## config.mk

```make
export PLATFORM = sky130hd
export DESIGN_NAME = fetch_unit_flat
export DESIGN_NICKNAME = d
export VERILOG_FILES = /design/src/rtl/fetch_unit_if.sv /design/src/rtl/fetch_unit.sv /design/src/flat_wrapper.sv
export SDC_FILE = /design/constraint.sdc
export NUM_CORES = 1
export LEC_CHECK = 0
export CORE_ASPECT_RATIO = 0.7
export CORE_MARGIN = 2
export CORE_UTILIZATION = 50
export DETAILED_ROUTE_END_ITERATION = 16
export GPL_TIMING_DRIVEN = 0
export PLACE_DENSITY = 0.9
export REMOVE_ABC_BUFFERS = 1
export SETUP_SLACK_MARGIN = 0.05
export SYNTH_ARGS = -nofsm -noshare
export SYNTH_HDL_FRONTEND = slang
export SYNTH_SLANG_ARGS = --single-unit
```

## constraint.sdc

```tcl
create_clock -name clk -period 10.2 [get_ports clk]
set_input_delay 2.55 -clock clk [delete_from_list [all_inputs] [get_ports clk]]
set_output_delay 2.55 -clock clk [all_outputs]
set_load 0.02 [all_outputs]
```

## src/rtl/fetch_unit_if.sv

```systemverilog
// Fetch-stage bus bundle: instruction-memory port, redirect input and the
// valid/ready instruction stream towards decode.
//   master : the fetch unit (drives imem_addr and the decode-side stream)
//   slave  : memory/decode/redirect side (drives rdata, redirect, if_ready)
interface fetch_unit_if;
   logic [63:0] imem_addr;
   logic [31:0] imem_rdata;
   logic        redirect_valid;
   logic [63:0] redirect_pc;
   logic        if_valid;
   logic        if_ready;
   logic [31:0] if_instr;
   logic [63:0] if_pc;

   modport master (
      output imem_addr,
      input  imem_rdata,
      input  redirect_valid,
      input  redirect_pc,
      output if_valid,
      input  if_ready,
      output if_instr,
      output if_pc
   );

   modport slave (
      input  imem_addr,
      output imem_rdata,
      output redirect_valid,
      output redirect_pc,
      input  if_valid,
      output if_ready,
      input  if_instr,
      input  if_pc
   );
endinterface

```

## src/rtl/fetch_unit.sv

```systemverilog
// Instruction-fetch stage: owns the PC, reads a same-cycle instruction
// memory, buffers {pc, instr} pairs in a small FIFO and hands them to decode
// over valid/ready. A redirect flushes the buffer and restarts fetch.
// Ports:
//   clk        rising-edge clock
//   rst        asynchronous active-high reset
//   fetch_bus  fetch_unit_if.master (imem port, redirect, decode stream)
module fetch_unit #(
   parameter logic [63:0] RESET_PC   = 64'h0000_0000_0000_0000,
   parameter int unsigned FIFO_DEPTH = 2
) (
   input logic          clk,
   input logic          rst,
   fetch_unit_if.master fetch_bus
);

   localparam int unsigned PTR_W     = $clog2(FIFO_DEPTH);
   localparam int unsigned CNT_W     = $clog2(FIFO_DEPTH + 1);
   localparam logic [31:0] NOP_INSTR = 32'h0000_0013;

   typedef struct packed {
      logic [63:0] pc;
      logic [31:0] instr;
   } fetch_entry_t;

   fetch_entry_t       fifo_q [FIFO_DEPTH];
   logic [63:0]        fetch_pc_q, fetch_pc_d;
   logic [PTR_W-1:0]   rd_ptr_q,   rd_ptr_d;
   logic [PTR_W-1:0]   wr_ptr_q,   wr_ptr_d;
   logic [CNT_W-1:0]   count_q,    count_d;

   logic               not_empty;
   logic               if_valid_c;
   logic               push;
   logic               pop;
   fetch_entry_t       head;

   // Handshake: a redirect hides the head so stale work is never delivered.
   assign not_empty  = (count_q != '0);
   assign if_valid_c = not_empty && !fetch_bus.redirect_valid;
   assign pop        = if_valid_c && fetch_bus.if_ready;
   assign push       = !fetch_bus.redirect_valid &&
                       ((count_q < CNT_W'(FIFO_DEPTH)) || pop);

   assign head = fifo_q[rd_ptr_q];

   // Decode-side outputs; an empty buffer shows a NOP at PC 0.
   assign fetch_bus.if_valid  = if_valid_c;
   assign fetch_bus.if_instr  = not_empty ? head.instr : NOP_INSTR;
   assign fetch_bus.if_pc     = not_empty ? head.pc    : 64'h0;
   assign fetch_bus.imem_addr = fetch_pc_q;

   // Next-state logic; the redirect edge only reloads the PC, so the first
   // instruction of the new stream is pushed on the following edge.
   always_comb begin
      fetch_pc_d = fetch_pc_q;
      rd_ptr_d   = rd_ptr_q;
      wr_ptr_d   = wr_ptr_q;
      count_d    = count_q;
      if (fetch_bus.redirect_valid) begin
         fetch_pc_d = {fetch_bus.redirect_pc[63:2], 2'b00};
         rd_ptr_d   = '0;
         wr_ptr_d   = '0;
         count_d    = '0;
      end else begin
         if (push) begin
            wr_ptr_d   = wr_ptr_q + PTR_W'(1);
            fetch_pc_d = fetch_pc_q + 64'd4;
         end
         if (pop) begin
            rd_ptr_d = rd_ptr_q + PTR_W'(1);
         end
         count_d = count_q + CNT_W'(push) - CNT_W'(pop);
      end
   end

   // Control state register.
   always_ff @(posedge clk or posedge rst) begin
      if (rst) begin
         fetch_pc_q <= {RESET_PC[63:2], 2'b00};
         rd_ptr_q   <= '0;
         wr_ptr_q   <= '0;
         count_q    <= '0;
      end else begin
         fetch_pc_q <= fetch_pc_d;
         rd_ptr_q   <= rd_ptr_d;
         wr_ptr_q   <= wr_ptr_d;
         count_q    <= count_d;
      end
   end

   // Buffer storage; contents are qualified by count, so no reset needed.
   always_ff @(posedge clk) begin
      if (push) begin
         fifo_q[wr_ptr_q] <= fetch_entry_t'{pc: fetch_pc_q, instr: fetch_bus.imem_rdata};
      end
   end

endmodule

```

## src/flat_wrapper.sv

```systemverilog
// flat-port wrapper written by rule: the top's interface ports become plain ports
module fetch_unit_flat 
#(
   parameter logic [63:0] RESET_PC   = 64'h0000_0000_0000_0000,
   parameter int unsigned FIFO_DEPTH = 2
)
  (clk, rst, fetch_bus_imem_addr, fetch_bus_imem_rdata, fetch_bus_redirect_valid, fetch_bus_redirect_pc, fetch_bus_if_valid, fetch_bus_if_ready, fetch_bus_if_instr, fetch_bus_if_pc);
  fetch_unit_if fetch_bus_i ();
  input logic clk;
  input logic rst;
  output wire logic [$bits(fetch_bus_i.imem_addr)-1:0] fetch_bus_imem_addr;
  input wire logic [$bits(fetch_bus_i.imem_rdata)-1:0] fetch_bus_imem_rdata;
  input wire logic [$bits(fetch_bus_i.redirect_valid)-1:0] fetch_bus_redirect_valid;
  input wire logic [$bits(fetch_bus_i.redirect_pc)-1:0] fetch_bus_redirect_pc;
  output wire logic [$bits(fetch_bus_i.if_valid)-1:0] fetch_bus_if_valid;
  input wire logic [$bits(fetch_bus_i.if_ready)-1:0] fetch_bus_if_ready;
  output wire logic [$bits(fetch_bus_i.if_instr)-1:0] fetch_bus_if_instr;
  output wire logic [$bits(fetch_bus_i.if_pc)-1:0] fetch_bus_if_pc;
  assign fetch_bus_imem_addr = fetch_bus_i.imem_addr;
  assign fetch_bus_i.imem_rdata = fetch_bus_imem_rdata;
  assign fetch_bus_i.redirect_valid = fetch_bus_redirect_valid;
  assign fetch_bus_i.redirect_pc = fetch_bus_redirect_pc;
  assign fetch_bus_if_valid = fetch_bus_i.if_valid;
  assign fetch_bus_i.if_ready = fetch_bus_if_ready;
  assign fetch_bus_if_instr = fetch_bus_i.if_instr;
  assign fetch_bus_if_pc = fetch_bus_i.if_pc;
  fetch_unit #(.RESET_PC(RESET_PC), .FIFO_DEPTH(FIFO_DEPTH)) u_core (.clk(clk), .rst(rst), .fetch_bus(fetch_bus_i));
endmodule
```

Word-level counts from Yosys, hierarchy flattened
Memory sizes are Yosys's and may differ from the RTL's.
Cells that the tools add are included.
{ "word_totals": {"ff_bits": 68, "ram_bits": 192, "input_bits": 100, "output_inout_bits": 161, "word_cells": 30, "mem_count": 1} }
{ "op_classes": {"addsub": 5, "n_lt_le_gt_ge": 1, "muxes": 11, "n_reduce_logical": 8} }
{ "memory_table": {"columns": ["memory", "depth", "width", "read_ports", "rd_ports_with_merged_regs", "write_ports", "line", "source"], "rows": [
  ["u_core.fifo_q", 2, 96, 1, 0, 1, "fetch_unit.sv:26", "fetch_entry_t fifo_q [FIFO_DEPTH];"]
]} }
{ "op_table": {"columns": ["op", "n"], "rows": [
  ["two-way mux 64 bit", 3],
  ["adder 64 x 3 -> 64 bit, second input constant", 1],
  ["two-way mux 32 bit", 1],
  ["two-way mux 1 bit", 6],
  ["nonzero test 2 bit", 3],
  ["logical AND 1 bit", 3],
  ["adder 1 bit, second input constant", 2],
  ["adder 2 x 1 -> 2 bit", 1],
  ["less-than comparator 2 bit, second input constant", 1],
  ["two-way mux 2 bit", 1],
  ["subtractor 2 x 1 -> 2 bit", 1],
  ["zero test 1 bit", 1],
  ["logical OR 1 bit", 1]
]} }

Depth between registers and ports, before layout
{ "logic_depth": {"ltp_word": 8, "depth_mapped": 10, "depth_no_buf": 8} }

Worst setup path before layout
OpenSTA, ideal clock, no wires.
{ "synth_timing": {"kind": "input to register", "start": "in fetch_bus_redirect_valid", "end": "mem u_core.fifo_q[0][0] (netlist bit), enable pin", "setup_ns": 0.662, "arrival_time_ns": 9.541, "required_ns": 9.538, "slack_ns": -0.003, "stages": 4, "path_buffers": 3, "cell_sequence": "clkbuf_1 clkbuf_1 buf_1 nor3_1"} }
{ "synth_between": {"elab_chain_cells": 7} }
{ "synth_rtl": {"columns": ["item", "line", "source"], "rows": [
  ["start, declared", "flat_wrapper.sv:13", "input wire logic [$bits(fetch_bus_i.redirect_valid)-1:0] fetch_bus_redirect_valid;"],
  ["zero test 1 bit *", "fetch_unit.sv:40, fetch_unit.sv:42", null],
  ["logical AND 1 bit", "fetch_unit.sv:40", "assign if_valid_c = not_empty && !fetch_bus.redirect_valid;"],
  ["logical AND 1 bit", "fetch_unit.sv:41", "assign pop = if_valid_c && fetch_bus.if_ready;"],
  ["logical OR 1 bit", "fetch_unit.sv:43", "((count_q < CNT_W'(FIFO_DEPTH)) || pop);"],
  ["logical AND 1 bit *", "fetch_unit.sv:42", "assign push = !fetch_bus.redirect_valid &&"],
  ["two-way mux 1 bit *", "fetch_unit.sv:94", "if (push) begin"],
  ["two-way mux 1 bit (not written as such) *", "fetch_unit.sv:95", "fifo_q[wr_ptr_q] <= fetch_entry_t'{pc: fetch_pc_q, instr: fetch_bus.imem_rdata};"],
  ["end, declared", "fetch_unit.sv:26", null]
]} }
Mark *: on every way between the ends. The rest lies on a longest branch, timed or not.

Final worst setup path
{ "layout_timing": {"start": "in fetch_bus_redirect_valid", "end": "out fetch_bus_if_valid"} }
{ "layout_between": {"elab_chain_cells": 2} }
{ "layout_rtl": {"columns": ["item", "line", "source"], "rows": [
  ["zero test 1 bit", "fetch_unit.sv:40", null],
  ["logical AND 1 bit", "fetch_unit.sv:40", null],
  ["end, declared", "flat_wrapper.sv:15", "output wire logic [$bits(fetch_bus_i.if_valid)-1:0] fetch_bus_if_valid;"]
]} }
No other way between the ends.

==> reports/results.ini <==
[synthesis]
netlist_instances = 869
synth_largest_area_cell = edfxtp_1
yosys_most_used_dff = edfxtp_1
seq_area_frac_synth_pct = 65.8
netlist_top_cells_count = edfxtp_1 (188), nor2_1 (128), mux2i_1 (96)
synthArstFlopShare_pct = 26.0
yosysMostFrequentCell = edfxtp_1
synth_edf_count = 188
yosys_warnings = 0
syn_area_per_cell_sq_um = 12.8
synth_area_leaders = edfxtp_1 (51%), dfrtp_1 (15%), mux2i_1 (8.7%), nor2_1 (4.3%), nand2_1 (2.3%)
synth_top_cell_area_share_pct = 50.9
synth-seq-cells = 254
netlist_area_sq_mm = 0.0111
ys_types = 46

[clocking]
h-tree-depth = 1
clock_path_buffers = 3
numCtsBuffers = 25
ctsResizeCount = 0
holdBufCountCts = 0
clockRootBuffer = clkbuf_16
post_cts_buffers = 0
cts_sinks = 254
clk_latency_ps = 510
cts_tree = done
clk_pin_slew_ps = 60

[die]
start_util_pct = 51.0
num_rows = 45
io_pins = 261
die_y_um = 129
core-area_sq_mm = 0.0217
die_x_um = 182
die_area_sq_mm = 0.0234

[finish]
layout-drive-gt1-share_pct = 5.80
final_core_util_pct = 68.1
syn2layout_area_growth_pct = 33.4
final_nets = 1223
nFillCells = 1511
fin_cells = 1421
design_area_sq_mm = 0.0148

[grt]
grt_pass1_vias = 8104
grt_max_degree = 101
grtUsageTotal_pct = 24.8
grt_pass1_wl_um = 45200
overflow = 0
antenna_found_initial = 1

[worst_setup_path]
crit_chain = buf_4 > nor2_1 > clkdlybuf4s50_1
cpPeakStageDelay_ps = 700
r2r-end = u_core.fetch_bus.imem_addr[58]
crit_family = buffers and inverters
r2r_start = u_core.fetch_bus.imem_addr[2]
crit_path_end_kind = primary output
crit_type = in -> out
worst-path-max-fanout = 100
crit_required_ps = 7650
arrival_ps = 4040
worst-r2r-cell-count = 6
cp_num_buf_inv = 2
r2r_slack_ps = 7020
cp_num_cells = 3
crit_path_start_kind = input port
cpMaxStageDelayCell = buf_4

[power]
powerDensity_mw_per_mm2 = 243
ir_worst_vdd_v = 0.000208
p_leak_uw = 0.00509

[detailed_routing]
postRouteAntennaNets = 0
drc = 0
via_per_inst = 5.77
drt_first_iter_violations = 743
wirelength_um = 29700
vias = 8204
wl_per_cell_um = 20.9
firstDrtPassIters = 5

[placement]
placed_cells = 1374
dp_hpwl_um = 20100
portBuffers = 254
globalplace.congestion = 0.772
placed_area_sq_mm = 0.0140

[sta]
timing.fmax_mhz = 152
hold_viol_final = 0
final.setup_skew_ps = 10.8
period_needed_ps = 6590
rsz0062_at_grt = false
fin_setup_tns_ps = 0
slew_headroom_pct = 19.4
setup_viol = 0
finalCritPeriodShare_pct = 64.6
max_slew.worst_pin.slew_ps = 1200
drv_slew = 0

[hold_path]
min_from = u_core.fetch_bus.imem_addr[63]
min_to = u_core.fifo_q[1][95]
holdCritPathClass = reg -> reg
min_path_cells = 0

[status]
status = complete, no violations

[run]
drv_cap = 0

## placed cells by master, fill, tap and decap left out, drive strengths merged, types with 7 or more instances in the layout
| cell type | count |
|---|---|
| xor2 | 28 |
| o21ai | 45 |
| xnor2 | 13 |
| o211ai | 8 |
| inv | 7 |
| a31oi | 14 |
| mux2i | 96 |
| clkbuf | 37 |
| dfrtp | 66 |
| or4 | 15 |
| nand2 | 68 |
| and4 | 7 |
| nand4 | 41 |
| edfxtp | 188 |
| nor4 | 10 |
| clkinv | 7 |
| buf | 15 |
| nor2 | 128 |
| o31ai | 9 |
| clkdlybuf4s50 | 253 |
| nand3 | 30 |
| and3 | 10 |
## worst max-delay path by stage
stage / start / end / slack (ps)
2_1_floorplan: fetch_bus_redirect_valid / u_core.fifo_q[0][0] / 470
3_3_place_gp: fetch_bus_redirect_valid / u_core.fifo_q[0][19] / -6090
3_5_place_dp: fetch_bus_redirect_valid / fetch_bus_if_valid / 3640
4_1_cts: fetch_bus_redirect_valid / fetch_bus_if_valid / 3630
5_1_grt: fetch_bus_redirect_valid / fetch_bus_if_valid / 3520
6_report: fetch_bus_redirect_valid / fetch_bus_if_valid / 3610
## layer usage
layer	part of all wire (%)	track usage, %
met5	0	0
met4	1.4	4.32
met3	9.9	7.02
met2	47	40.9
met1	42	33.8
## registers in the layout, indices dropped and copies added, names as in the netlist
name                        count
u_core.fetch_bus.imem_addr     62
u_core.fifo_q                 188
u_core.wr_ptr_q                 1
u_core.count_q                  2
u_core.rd_ptr_q                 1
## through the flow
stage	worst slack (ps)	hold WS [ps]	total power [uW]
finish	3610	552	3600
global route	3520	587	3750
CTS	3630	557	3620
detailed placement	3640	535	2760
global placement	-6090	497	2790
floorplan	474	525	2140
## worst register-to-register path, delay by kind of cell, from the launching register on
| family | cells | cell delay [ps] |
|---|---|---|
| compound gates | 1 | 170 |
| flops | 1 | 480 |
| simple gates | 4 | 2190 |
| fa+ha+maj | 1 | 260 |
## report_power, final
group	internal (uW)	total, uW	switching (uW)
sequential	1290	1410	117
combinational	599	1340	736
clock	480	851	371
total	2370	3600	1220
## layout make-up
type / instances / area [sq um] / area share, %
Clock buffer: 37 / 671 / 4.53
Inverter: 7 / 28.8 / 0.195
Timing Repair Buffer: 268 / 2780 / 18.8
Tap cell: 282 / 353 / 2.39
Sequential cell: 254 / 7300 / 49.4
Clock inverter: 8 / 65.1 / 0.440
Antenna cell: 1 / 2.50 / 0.0169
Multi-Input combinational cell: 564 / 3590 / 24.3
## logic make-up (layout without fill, tap and decap cells)
kind of cell	Yosys count	count (layout)	synth area share, %
AOI/OAI and AO/OA	85	85	4.58
xor gates and xnor gates	41	41	3.24
adders and majority gates	3	3	0.338
buffers and inverters	54	320	2.10
DFF	254	254	65.8
muxes	98	98	8.87
other	1	5	0.0338
and+or+nand+nor	333	333	15.0
No activity file was read; power rests on OpenSTA's default activity.
